**config.mk**
```make
export PLATFORM = sky130hd
export DESIGN_NAME = fwd_hazard_unit
export DESIGN_NICKNAME = d
export VERILOG_FILES = /design/src/rtl/fwd_pkg.sv /design/src/rtl/fwd_match.sv /design/src/rtl/fwd_hazard_unit.sv
export SDC_FILE = /design/constraint.sdc
export NUM_CORES = 1
export LEC_CHECK = 0
export ABC_AREA = 0
export CAP_MARGIN = 30
export CORE_MARGIN = 2
export CORE_UTILIZATION = 41
export DETAILED_ROUTE_END_ITERATION = 10
export DONT_BUFFER_PORTS = 1
export PLACE_DENSITY = 0.67
export SYNTH_ARGS = -nofsm -noshare
export SYNTH_HDL_FRONTEND = slang
export SYNTH_SLANG_ARGS = --single-unit
```
**constraint.sdc**
```tcl
create_clock -name clk -period 2.1 [get_ports clk]
set_input_delay 0.525 -clock clk [delete_from_list [all_inputs] [get_ports clk]]
set_output_delay 0.525 -clock clk [all_outputs]
set_load 0.1 [all_outputs]
```
**src/rtl/fwd_pkg.sv**
```systemverilog
// Shared select encodings and pipeline stage-entry type for fwd_hazard_unit.
// Optional WB bypass is enabled with the FWD_WB_BYPASS_EN macro.
package fwd_pkg;

  // Widest register address a stage entry can hold; narrower addresses are zero-extended.
  localparam int unsigned RegAddrWMax = 8;

  typedef enum logic [1:0] {
    FWD_RF  = 2'b00,
    FWD_WB  = 2'b01,
    FWD_MEM = 2'b10,
    FWD_EX  = 2'b11
  } fwd_sel_e;

  typedef struct packed {
    logic                   valid;
    logic [RegAddrWMax-1:0] rd;
    logic                   we;
    logic                   is_load;
  } stage_t;

  function automatic logic stage_hit(input stage_t e, input logic [RegAddrWMax-1:0] rs);
    return e.valid && e.we && (e.rd == rs) && (rs != '0);
  endfunction

endpackage

```
**src/rtl/fwd_match.sv**
```systemverilog
// Compares one ID source operand against the EX/MEM/WB entries and picks its bypass source.
// WB bypass is produced only when FWD_WB_BYPASS_EN is defined.
module fwd_match
  import fwd_pkg::*;
#(
  parameter int unsigned REG_ADDR_W = 5,
  parameter int unsigned LOAD_LAT   = 1
) (
  input  logic [REG_ADDR_W-1:0] i_rs,
  input  stage_t                i_ex,
  input  stage_t                i_mem,
  input  stage_t                i_wb,
  output fwd_sel_e              o_sel,
  output logic                  o_hazard
);

  logic [RegAddrWMax-1:0] w_rs;
  logic                   w_ex_hit;
  logic                   w_mem_hit;
  logic                   w_wb_hit;
  logic                   w_unused_wb_load;

  assign w_rs      = RegAddrWMax'(i_rs);
  assign w_ex_hit  = stage_hit(i_ex, w_rs);
  assign w_mem_hit = stage_hit(i_mem, w_rs);
  assign w_wb_hit  = stage_hit(i_wb, w_rs);

  // Load data in WB is always available, so its is_load flag never matters.
  assign w_unused_wb_load = i_wb.is_load;

  always_comb begin
    o_sel    = FWD_RF;
    o_hazard = 1'b0;
    if (w_ex_hit) begin
      if (i_ex.is_load) begin
        o_hazard = 1'b1;
      end else begin
        o_sel = FWD_EX;
      end
    end else if (w_mem_hit) begin
      if ((LOAD_LAT == 2) && i_mem.is_load) begin
        o_hazard = 1'b1;
      end else begin
        o_sel = FWD_MEM;
      end
    end else if (w_wb_hit) begin
`ifdef FWD_WB_BYPASS_EN
      o_sel = FWD_WB;
`else
      // Write-before-read register file already returns the WB value.
      o_sel = FWD_RF;
`endif
    end
  end

endmodule

```
**src/rtl/fwd_hazard_unit.sv**
```systemverilog
// Operand forwarding and load-use stall unit tracking EX/MEM/WB destination entries.
// Define FWD_WB_BYPASS_EN to enable forwarding from WB (select 01).
module fwd_hazard_unit
  import fwd_pkg::*;
#(
  parameter int unsigned NUM_SRC    = 2,
  parameter int unsigned REG_ADDR_W = 5,
  parameter int unsigned LOAD_LAT   = 1,
  parameter int unsigned CNT_W      = 16
) (
  input  logic                          clk,
  input  logic                          rst_n,
  input  logic                          i_id_valid,
  input  logic [NUM_SRC*REG_ADDR_W-1:0] i_id_rs,
  input  logic [REG_ADDR_W-1:0]         i_id_rd,
  input  logic                          i_id_we,
  input  logic                          i_id_is_load,
  input  logic                          i_hold,
  input  logic                          i_flush,
  output logic [NUM_SRC*2-1:0]          o_fwd_sel,
  output logic                          o_stall_id,
  output logic [CNT_W-1:0]              o_stall_cnt
);

  stage_t             r_ex;
  stage_t             r_mem;
  stage_t             r_wb;
  logic [CNT_W-1:0]   r_stall_cnt;

  stage_t             w_id_entry;
  stage_t             w_ex_next;
  logic [NUM_SRC-1:0] w_hazard;
  logic               w_stall;

  for (genvar k = 0; k < NUM_SRC; k++) begin : g_src
    fwd_sel_e w_sel;

    fwd_match #(
      .REG_ADDR_W(REG_ADDR_W),
      .LOAD_LAT  (LOAD_LAT)
    ) u_match (
      .i_rs    (i_id_rs[k*REG_ADDR_W +: REG_ADDR_W]),
      .i_ex    (r_ex),
      .i_mem   (r_mem),
      .i_wb    (r_wb),
      .o_sel   (w_sel),
      .o_hazard(w_hazard[k])
    );

    assign o_fwd_sel[2*k +: 2] = w_sel;
  end

  assign w_stall     = i_id_valid && !i_flush && (|w_hazard);
  assign o_stall_id  = w_stall;
  assign o_stall_cnt = r_stall_cnt;

  always_comb begin
    w_id_entry         = '0;
    w_id_entry.valid   = 1'b1;
    w_id_entry.rd      = RegAddrWMax'(i_id_rd);
    w_id_entry.we      = i_id_we;
    w_id_entry.is_load = i_id_is_load;

    // Stalled or flushed instructions leave a bubble behind in EX.
    w_ex_next = '0;
    if (i_id_valid && !w_stall && !i_flush) begin
      w_ex_next = w_id_entry;
    end
  end

  always_ff @(posedge clk or negedge rst_n) begin
    if (!rst_n) begin
      r_ex        <= '0;
      r_mem       <= '0;
      r_wb        <= '0;
      r_stall_cnt <= '0;
    end else if (!i_hold) begin
      r_wb  <= r_mem;
      r_mem <= r_ex;
      r_ex  <= w_ex_next;
      if (w_stall && (r_stall_cnt != '1)) begin
        r_stall_cnt <= r_stall_cnt + CNT_W'(1);
      end
    end
  end

endmodule

```
==> metrics.md <==
| Metric | Value |
|---|---|
| CP endpoint kind | output pin |
| Crit-path max cell delay | between 0.3 and 0.4 ns |
| Critical path type | reg -> out |
| Ys flop type | dfrtp_1 |
| Clk buf depth | 2 |
| Global route overflow | 0 |
| Drt pass-1 iters | 4 |
| Synth Warn # | 0 |
| Peak VDD IR | about 0.42 mV |
| P&R area growth vs syn | 40.64% |
| RSZ-0062 raised after global routing | yes |
| Clk sinks | 31 |
| Yosys top cell by area | dfrtp_1 |
| Critical path data arrival time | 1.91 ns |
| Final Hold Fails | 0 |
| Number of global-route vias before repair | between 1k and 1.5k |
| # setup viols final | 20 |
| 1st-iter DRT viols | 51 |
| Bufs and invs on worst path | 1 |
| Main combinational cell family by area after synthesis | XOR/XNOR gates |
| Vias post-DR | about 1.3k |
| Setup ws final | -0.3391 ns |
| Hpwl dp | roughly 2900 um |
| Seq cells post-synth | 31 |
| Leakage | 0.001058 uW |
| Via-to-Cell Ratio | between 5 and 6 |
| Clock transition at the registers of the reported paths | around 0.07 ns |
| Wirelength per Cell | 17.56 um |
| ANT cells | 0 |
| Worst hold path type | in -> async |
| Register area | between 700 and 800 um^2 |
| Final Max Tran Viols | 0 |
| Core Region | around 0.0037 mm^2 |
| Violated checks | negative setup slack |
| IO Count | 43 |
| Adder-cell share of the synthesized area | 0.7669% |
| Site Rows | 22 |
| Syn nets | approximately 170 |
| # DRC | 0 |
| # port buffers | 0 |
| Synth Cell Area | approximately 0.0016 mm^2 |
| Most frequent cell after synthesis | dfrtp_1 |
| Pwr dens | approximately 550 mW/mm^2 |
| CTS root buf | clkbuf_8 |
| Initial antenna violation count | 0 |
| Post-synthesis async set-or-reset flop share | 100.0% |
| Routability cong. | between 0.8 and 0.9 |
| Cell family with most CP delay | simple AND/OR/NAND/NOR gates |
| Synth cell types | 31 |
| Compound-gate portion of the synthesized area | 8.512% |
| Top cells by count, synth | dfrtp_1, xor2_1, xnor2_1, nand2_1 |
| Synth top area share | a little under half |
| F_max | slightly above 400 MHz |
| Die Ht | 67.08 um |
| Area occupied by multi-input gates | approximately 950 um^2 |
| Ranking of synthesized cells by area | dfrtp_1, xor2_1, xnor2_1, mux2_2, a22o_1 |
| Mux contribution to synthesized area | between 5 and 6% |
| Status | complete, but fails checks |
| Mapped Cells | ~140 |
| Type of origin of the critical path | flop |
| Period utilisation layout | 116.1% |
| Total power | around 1300 uW |
| H-tree depth | 2 |
| Final-stage net count | ~210 |
| Layout fillers | ~320 |
| Clock Skews | ~0.0079 ns |
| Rel. slew slack | between 50% and 60% |
| Antenna violation net count after detailed routing | 0 |
| GRT Overall Usage | between 20% and 30% |
| Average size of a mapped cell | between 10 and 15 um^2 |
| Cell chain of the critical path | xor2_1 -> nor4_2 -> nand4_2 -> nand2_2 -> nand2_2 -> nor2_4 -> buf_12 |
| Xor/xnor share of the synthesized area | 18.71% |
| Crit-path max FO | 4 |
| Worst-skew pair later-pin latency | between 0.2 and 0.3 ns |
| First-pass GRT wire length | between 6000 and 7000 um |
| Slew @ Worst Pin | approximately 0.65 ns |
| TritonCTS clock tree | yes |
| Minimum clock period | about 2.4 ns |
| Slowest library cell on the worst path | dfrtp_1 |
| Post-synth EDFFs | 0 |
| Seq/Total Area, Yosys | ~48% |
| Post-Synth Simple-Gate Area | between 15 and 20% |
| Initial Utilization | between 40% and 50% |
| Largest net degree at the start of global routing | 32 |
| Die width | between 60 and 70 um |
| Crit-path most repeated cell | nand2_2 |
| Max-Cap Viols | 0 |
| Routed WL | roughly 4000 um |
| TritonCTS buffer count | 5 |
| Hold Worst Slack | around 0.06 ns |
| Die Footprint | around 0.0045 mm^2 |
| Share of post-route cells with drive strength above 1 | between 40 and 50% |
| CP Data Required Time | around 1.6 ns |
[through the flow]
stage	area [um^2]	setup WS (ns)	util, %	std cells	TNS [ns]
after floorplan	1749	-0.6112	-	142	-3.492
after global placement	2064	-0.2027	55.15	218	-2.215
after detailed placement	2064	-0.2307	55.15	218	-3.940
after CTS	2296	-0.3682	61.33	234	-5.671
after global routing	2295	-0.4398	61.30	234	-7.997
final	2295	-0.3391	61.30	234	-5.412
[sequential cells by signal (all words and copies together) (netlist names)]
register     flops
o_stall_cnt     16
r_ex             8
r_mem            7
[worst reg2reg max path: stages (launching register included)]
cell,delay (ns)
dfrtp_1,0.39
xor2_1,0.17
nor4_2,0.31
nand4_2,0.24
buf_4,0.21
buf_6,0.11
buf_6,0.11
a211oi_4,0.30
buf_12,0.17
mux2_4,0.30
[timing repair]
| action | 4_1_cts | 5_1_grt |
|---|---|---|
| pin swaps | 8 | 3 |
| gates cloned | 1 | 0 |
| setup buffers | 6 | 2 |
| resized for setup | 11 | 4 |
| endpoints found under the setup margin | 16 | 24 |
| hold buffers | 1 | 0 |
| hold endpoints to repair | 31 | 0 |
[layer usage]
metal / share of wire (%) / wire length (um) / up-vias / global-route usage (%)
li1: - / - / 590 / -
met5: 0 / 0 / - / 0
met2: 53 / 2160 / 39 / 32.92
met3: 6.2 / 253 / 7 / 6.588
met4: 1.5 / 61 / 0 / 7.908
met1: 40 / 1632 / 633 / 23.97
[worst paths after layout]
| check | startpoint | end | slack [ns] | depth (start not counted) |
|---|---|---|---|---|
| setup / recovery | r_ex[5] | o_stall_id | -0.34 | 7 |
| hold / removal | rst_n | o_stall_cnt[15] | 0.06 | 1 |
| setup reg to reg | r_ex[5] | o_stall_cnt[1] | -0.32 | 9 |
| hold reg to reg | r_mem[10] | r_mem[10] | 0.52 | 1 |
| max in group asynchronous | rst_n | o_stall_cnt[2] | 1.84 | 1 |
| min in group clk | i_hold | r_ex[10] | 0.37 | 1 |
[cells by family (layout without fill, tap and decap cells)]
kind of cell,Yosys count,in the layout
AO/OA/AOI/OAI,15,15
flip-flops,31,31
XOR/XNOR,34,34
multiplexers,8,8
adder cells (fa/ha/maj),1,1
AND/OR/NAND/NOR,48,48
buffers and inverters,5,49
[final cells by class]
class / instances / share of cell area, %
clock buffers: 8 / 4.362
inverters: 1 / 0.1636
multi-input cells: 106 / 41.28
flip-flops and latches: 31 / 34.57
well taps: 48 / 2.617
repair buffers: 40 / 17.01
[where the power goes]
| part | leakage (uW) | switching, uW | internal, uW |
|---|---|---|---|
| combinational | 0.000599 | 50.5 | 58.1 |
| sequential | 0.000408 | 21.0 | 617 |
| clock | 0.0000515 | 214 | 299 |
| total | 0.00106 | 286 | 974 |
[cell usage in the layout, fill, tap and decap left out, types with 2 or more instances in the layout]
cell type	instances
buf_4	30
dfrtp_1	21
xor2_1	17
xnor2_1	15
dfrtp_2	8
mux2_2	7
a22o_1	7
clkbuf_8	7
buf_12	6
nor2_1	5
nand2_1	5
nand4_1	5
nand2_2	5
and3_1	5
nand3_2	4
buf_6	4
nor4_1	3
nor2_4	3
nor3_1	2
a41o_4	2
and3_4	2
xnor2_2	2
dfrtp_4	2
Note: power is estimated with default switching activity, not from simulation.
